<file path="config.mk">
export PLATFORM = sky130hd
export DESIGN_NAME = mag_peak_detect
export DESIGN_NICKNAME = d
export VERILOG_FILES = /design/src/rtl/mag_peak_detect.sv
export SDC_FILE = /design/constraint.sdc
export NUM_CORES = 1
export LEC_CHECK = 0
export ABC_AREA = 1
export BUFFER_PORTS_ARGS = -buffer_cell sky130_fd_sc_hd__clkbuf_2
export CAP_MARGIN = 20
export CORE_ASPECT_RATIO = 1.75
export CORE_MARGIN = 2
export CORE_UTILIZATION = 35
export DETAILED_ROUTE_END_ITERATION = 8
export PLACE_DENSITY = 0.62
export SLEW_MARGIN = 20
export SYNTH_ARGS = -nofsm -noshare
export SYNTH_HDL_FRONTEND = slang
export SYNTH_SLANG_ARGS = --single-unit
</file>
<file path="constraint.sdc">
create_clock -name clk -period 3.6 [get_ports clk]
set_input_delay 0.36 -clock clk [delete_from_list [all_inputs] [get_ports clk]]
set_output_delay 0.36 -clock clk [all_outputs]
set_load 0.01 [all_outputs]
</file>
<file path="src/rtl/mag_peak_detect.sv">
// mag_peak_detect
// Packet-wise peak finder for a tlast-delimited stream of unsigned magnitudes.
// Each input packet produces one single-beat result word:
//   o_tdata = {sat, above, peak_idx[IDX_WIDTH-1:0], peak_val[WIDTH-1:0]}
// Ports:
//   clk, reset      clock, synchronous active-high reset
//   clear           synchronous flush, same effect as reset
//   threshold       detection threshold, sampled on the accepted tlast beat
//   i_tdata/i_tlast/i_tvalid/i_tready   magnitude input stream
//   o_tdata/o_tlast/o_tvalid/o_tready   single-beat result stream
module mag_peak_detect #(
    parameter int WIDTH     = 16,
    parameter int IDX_WIDTH = 10
) (
    input  logic                         clk,
    input  logic                         reset,
    input  logic                         clear,
    input  logic [WIDTH-1:0]             threshold,
    input  logic [WIDTH-1:0]             i_tdata,
    input  logic                         i_tlast,
    input  logic                         i_tvalid,
    output logic                         i_tready,
    output logic [WIDTH+IDX_WIDTH+1:0]   o_tdata,
    output logic                         o_tlast,
    output logic                         o_tvalid,
    input  logic                         o_tready
);

    localparam int                   OUT_W   = WIDTH + IDX_WIDTH + 2;
    localparam logic [IDX_WIDTH-1:0] IDX_MAX = '1;

    typedef enum logic {ACCUM, HOLD} state_t;

    state_t state, state_nxt;

    logic                 flush;
    logic                 in_fire;
    logic                 out_fire;

    // Running accumulation for the packet in progress
    logic [WIDTH-1:0]     peak_val;
    logic [IDX_WIDTH-1:0] peak_idx;
    logic [IDX_WIDTH-1:0] cnt;
    logic                 sat;
    logic                 first_beat;

    // Candidate peak including the beat currently presented
    logic                 new_peak;
    logic [WIDTH-1:0]     cand_val;
    logic [IDX_WIDTH-1:0] cand_idx;
    logic                 cand_sat;
    logic                 cand_above;

    // Result register held during HOLD
    logic [OUT_W-1:0]     res_p1;

    // Saturating sample counter increment
    function automatic logic [IDX_WIDTH-1:0] cnt_inc(input logic [IDX_WIDTH-1:0] c);
        return (c == IDX_MAX) ? c : c + IDX_WIDTH'(1);
    endfunction

    assign flush    = reset | clear;
    assign in_fire  = i_tvalid & i_tready;
    assign out_fire = o_tvalid & o_tready;

    // ---------------- Stage p0: compare incoming beat against running peak
    always_comb begin
        // Strict greater-than keeps the earliest index on ties.
        new_peak   = first_beat | (i_tdata > peak_val);
        cand_val   = new_peak ? i_tdata : peak_val;
        // cnt never exceeds IDX_MAX, so a late peak records the saturated index.
        cand_idx   = new_peak ? (first_beat ? '0 : cnt) : peak_idx;
        cand_sat   = sat | (cnt == IDX_MAX);
        cand_above = (cand_val >= threshold);
    end

    // ---------------- Stage p1: accumulate / capture result on tlast
    always_ff @(posedge clk) begin
        if (flush) begin
            peak_val   <= '0;
            peak_idx   <= '0;
            cnt        <= '0;
            sat        <= 1'b0;
            first_beat <= 1'b1;
            res_p1     <= '0;
        end else if (in_fire) begin
            peak_val <= cand_val;
            peak_idx <= cand_idx;
            if (i_tlast) begin
                res_p1     <= {cand_sat, cand_above, cand_idx, cand_val};
                cnt        <= '0;
                sat        <= 1'b0;
                first_beat <= 1'b1;
            end else begin
                cnt        <= cnt_inc(cnt);
                sat        <= cand_sat;
                first_beat <= 1'b0;
            end
        end
    end

    // FSM: state register
    always_ff @(posedge clk) begin
        if (flush) begin
            state <= ACCUM;
        end else begin
            state <= state_nxt;
        end
    end

    // FSM: next-state logic
    always_comb begin
        state_nxt = state;
        case (state)
            ACCUM:   if (in_fire && i_tlast) state_nxt = HOLD;
            HOLD:    if (out_fire)           state_nxt = ACCUM;
            default: state_nxt = ACCUM;
        endcase
    end

    // FSM: outputs
    always_comb begin
        i_tready = 1'b0;
        o_tvalid = 1'b0;
        o_tlast  = 1'b0;
        case (state)
            ACCUM: i_tready = 1'b1;
            HOLD: begin
                o_tvalid = 1'b1;
                o_tlast  = 1'b1;
            end
            default: i_tready = 1'b1;
        endcase
    end

    assign o_tdata = res_p1;

endmodule
</file>
Word level (Yosys, flattened, before mapping) --
Index checks and enable logic that the tools add are counted.
Operators by class: add/subtract/negate cells 1, $lt $le $gt $ge 2, equal/unequal tests 2, mux-type cells 12, bitwise logic cells 6, reduce and logical (&&, ||, !) cells 3
Operators by type and width (count):
- $mux 10 | 4
- $ge 16x16->1 | 1
- $gt 16x16->1 | 1
- $mux 16 | 1
- $add 10x1->10 const B | 1
- $eq 10x10->1 const B | 1
- $mux 1 | 6
- $reduce_and 2->1 | 2
- $or 1x1->1 | 3
- $and 1x1->1 | 2
- $ne 2x2->1 const B | 1
- $pmux 1 s2 | 1
- $logic_and 1x1->1 | 1
- $not 1->1 | 1
Storage, ports and cells: flip-flop bits (word level) 67, bits of input ports 38, logic and storage cells 33

Longest topological paths before layout --
depth after elaboration 5, mapped depth 25, gate-level depth less buffers 24

Worst setup path before layout --
Ideal clock, no wire load.
path type input -> register, start point input port i_tdata[11], end point register res_p1[26], in the netlist o_tdata[26], arrival time 2.370 ns, slack 1.098 ns, stages 18, buffers on the path 1, path through ha_1 > a21oi_1 > nand2_1 > a21oi_1 > nand2_2 > nand2_4 > nand2_4 > buf_12 > nand2_4 > nand2_2 > ha_1 > a21oi_1 > o21ai_0 > a21o_1 > nand2_1 > nand3_1 > nand2_1 > a21oi_1
Between the ends: word-level cells in the longest chain between the ends 4
Ends and longest elaborated chain:
- start: declaration | line 19 | input logic [WIDTH-1:0] i_tdata,
- $gt 16x16->1 | line 69 | new_peak = first_beat | (i_tdata > peak_val);
- $or 1x1->1 | line 69
- $mux 16 | line 70 | cand_val = new_peak ? i_tdata : peak_val;
- via cand_val[3] | line 49 | logic [WIDTH-1:0] cand_val;
- $ge 16x16->1 | line 74 | cand_above = (cand_val >= threshold);
- end signal: assignment | line 90 | res_p1 <= {cand_sat, cand_above, cand_idx, cand_val};
- end: declaration | line 55 | logic [OUT_W-1:0] res_p1;
The timed path passes the listed nets, and every way through them passes these cells. A chain may end at the register's enable or synchronous reset.

Worst setup path in the final report --
start point register peak_val[15], end point register res_p1[26], in the netlist o_tdata[26]
Between the ends: word-level cells in the longest chain between the ends 4
Ends and longest elaborated chain:
- start: declaration | line 41 | logic [WIDTH-1:0] peak_val;
- start signal: assignment | line 87 | peak_val <= cand_val;
- $gt 16x16->1 | line 69
- $or 1x1->1 | line 69
- $mux 16 | line 70
- via cand_val[1] | line 49
- $ge 16x16->1 | line 74
The timed path passes the listed nets, and every way through them passes these cells.

==> metrics.yaml <==
ys_ff_latch: 67
power.density_nw_per_um2: 438
fin_skew_ns: 0.00655
antenna_found_initial: 0
routedWlPerCell_um: 12.7
synthToLayoutAreaGrowth_pct: 20.1
overflow: 0
cts_tree: "done"
crit_slowest_cell: "dfxtp_1"
cts_buffers: 9
hold_start: "o_tready"
cts_sinks: 67
worstSetupPathType: "reg2reg"
fin_nets: 714
hold_violations: 0
min_period_ns: 3.19
placedCellCount: 764
grt_pass1_wl_um: 16300
ctsHoldBuffers: 0
critPathMaxFanout: 11
ys_top_cells_by_area: "dfxtp_1 34%, nand2_1 17%, ha_1 11%, inv_1 8.9%, nand3_1 7.8%"
syn-num-nets: 649
cts-resized-gates: 0
vias: 3705
drc: 0
clk_path_buf_depth: 2
top_usage_layer: "met2"
cts-root-buf: "clkbuf_16"
arrival_ns: 3.40
period_share_pct: 88.6
path_cells: "inv_1 -> ha_1 -> nand2_1 -> nor3_2 -> nand3_2 -> nand2_4 -> nand2_4 -> buf_4 -> nand2_4 -> nand2_2 -> ha_1 -> a21oi_1 -> o21ai_0 -> a21o_1 -> nand2_1 -> nand3_1 -> nand2_1 -> a21oi_1"
clkPwrFrac_pct: 49.5
utilization_pct: 42.7
hpwl_um: 7440
core_region_area_um2: 11000
setup-violations-final: 0
grtUsageMet1_pct: 17.8
cp-end-kind: "flop"
viasPerCell: 4.75
final_common_cell: "nand2_1"
insertion_delay_ns: 0.34
crit_path_start_kind: "flop"
power_frac_seq_pct: 37.3
cts.clk_slew.worst_paths_ns: 0.06
grt_start_max_net_pins: 32
drive_gt1_share_pct: 18.1
ys_seq_area_share_pct: 34.2
yosys.area.top_type: "dfxtp_1"
yosysUniqueCellTypes: 29
critPathRequiredTime_ns: 3.81
ant_nets: 0
antenna_cells: 0
max-vdd-ir-drop_mv: 0.316
die_h_um: 144
path_delay_family: "simple AND/OR/NAND/NOR gates"
rsz0062_at_grt: "no"
ff2ff_setup_slack_ns: 0.41
drv_cap: 0
met2_usage_pct: 32.7
gp_congestion: 0.832
yosys_warnings: 0
start_util_pct: 35.6
met3_usage_pct: 3.31
chipWidth_um: 84.1
stdcell_count: 780
p_switching_mw: 0.531
gr-usage-all-layers_pct: 17.1
routed_wirelength_um: 9910
io_pins: 69
worstMarginPinSlew_ns: 1.04
holdCritPathClass: "in2reg"
p_leak_nw: 2.50
max_stage_delay_ns: 0.34
portBuffers: 68
synth_area_um2: 3930
fin_tns_setup_ns: 0
first_pass_iters: 4
final_cell_mix: "173 x nand2_1, 93 x inv_1, 68 x clkbuf_2"
cts_max_level: 3
drt_iter0_drc: 165
swShare_pct: 25.7
fp.dieArea_um2: 12100
grt_pass1_vias: 3527
num_rows: 51
p_total_mw: 2.06
status: "completed"
synth_top_area_share_pct: 34.2
cts_setup_buffers: 0
syn_avg_cell_area_um2: 6.79
p_comb_share_pct: 13.2
rr_startpoint: "peak_val[15]$_SDFFE_PP0P_"
critPathBufInv: 2
max_slew_margin_pct: 30.4
syn_inst: 578
internal_power_mw: 1.53
drv_slew: 0
fmax_ghz: 0.313
crit_start: "peak_val[15]$_SDFFE_PP0P_"
==> cells by family (layout without fill, tap and decap cells) <==
kind of cell | Yosys count | in the layout | synth area share [%]
and+or+nand+nor | 290 | 290 | 33.3
buffers and inverters | 116 | 186 | 12.0
DFF | 67 | 67 | 34.2
AOI/OAI and AO/OA | 71 | 71 | 9.72
xor gates and xnor gates | 1 | 1 | 0.223
adders and majority gates | 33 | 33 | 10.5
==> area by class of cell <==
cell class | count | area, um2
clock inverters | 7 | 116
multi-input cells | 395 | 2110
repair buffers | 76 | 400
flip-flops and latches | 67 | 1340
fillers | 1170 | 6330
inverters | 94 | 353
well taps | 132 | 165
clock buffers | 9 | 225
==> worst paths after layout <==
kind / endpoint / cells past startpoint
setup reg to reg: o_tdata[26]$_SDFFE_PP0P_ / 18
setup / recovery: o_tdata[26]$_SDFFE_PP0P_ / 18
hold reg to reg: o_tdata[5]$_SDFFE_PP0P_ / 2
hold / removal: state$_SDFF_PP0_ / 2
==> routing by layer <==
layer  routed length [um]  share of wire (%)
met5                    0                  0
met4                  267                2.7
met3                  379                3.8
met2                 5490                 55
met1                 3780                 38
==> registers in the layout, indices dropped and copies added (netlist names) <==
signal      cells
peak_val       16
first_beat      1
cnt            10
peak_idx       10
state           1
sat             1
o_tdata        28
==> through the flow <==
step	instance area (um2)	hold slack (ns)	worst slack (ns)
6_report	4710	0.210	0.409
5_1_grt	4710	0.213	0.130
4_1_cts	4710	0.203	0.410
3_5_place_dp	4370	0.441	0.347
3_3_place_gp	4370	0.435	0.424
2_1_floorplan	3930	0.433	1.10
==> worst register-to-register path: stages (launching register included) <==
cell,delay (ns)
dfxtp_1,0.34
inv_1,0.07
ha_1,0.29
nand2_1,0.09
nor3_2,0.28
nand3_2,0.28
nand2_4,0.24
nand2_4,0.12
buf_4,0.24
nand2_4,0.09
nand2_2,0.05
ha_1,0.28
a21oi_1,0.17
o21ai_0,0.12
a21o_1,0.17
nand2_1,0.05
nand3_1,0.06
nand2_1,0.07
a21oi_1,0.06
==> synthesized netlist by cell type (all sizes together) <==
cell type / number
nor3: 5
xor2: 1
a21oi: 47
a21o: 2
buf: 11
clkinv: 1
nor2: 24
nand4: 5
clkbuf: 11
nand3: 62
inv: 93
dfxtp: 67
nand2: 193
and3: 1
a211oi: 1
o21ai: 19
ha: 33
o31ai: 1
a31oi: 1
==> power by group through the flow <==
stage / clock [mW] / combinational (mW) / sequential, mW
3_5_place_dp: 0 / 0.274 / 0.785
5_1_grt: 1.07 / 0.311 / 0.771
3_3_place_gp: 0 / 0.267 / 0.785
6_report: 1.02 / 0.272 / 0.769
4_1_cts: 1.04 / 0.276 / 0.769
2_1_floorplan: 0 / 0.189 / 0.786
(Power assumes the default switching activity.)
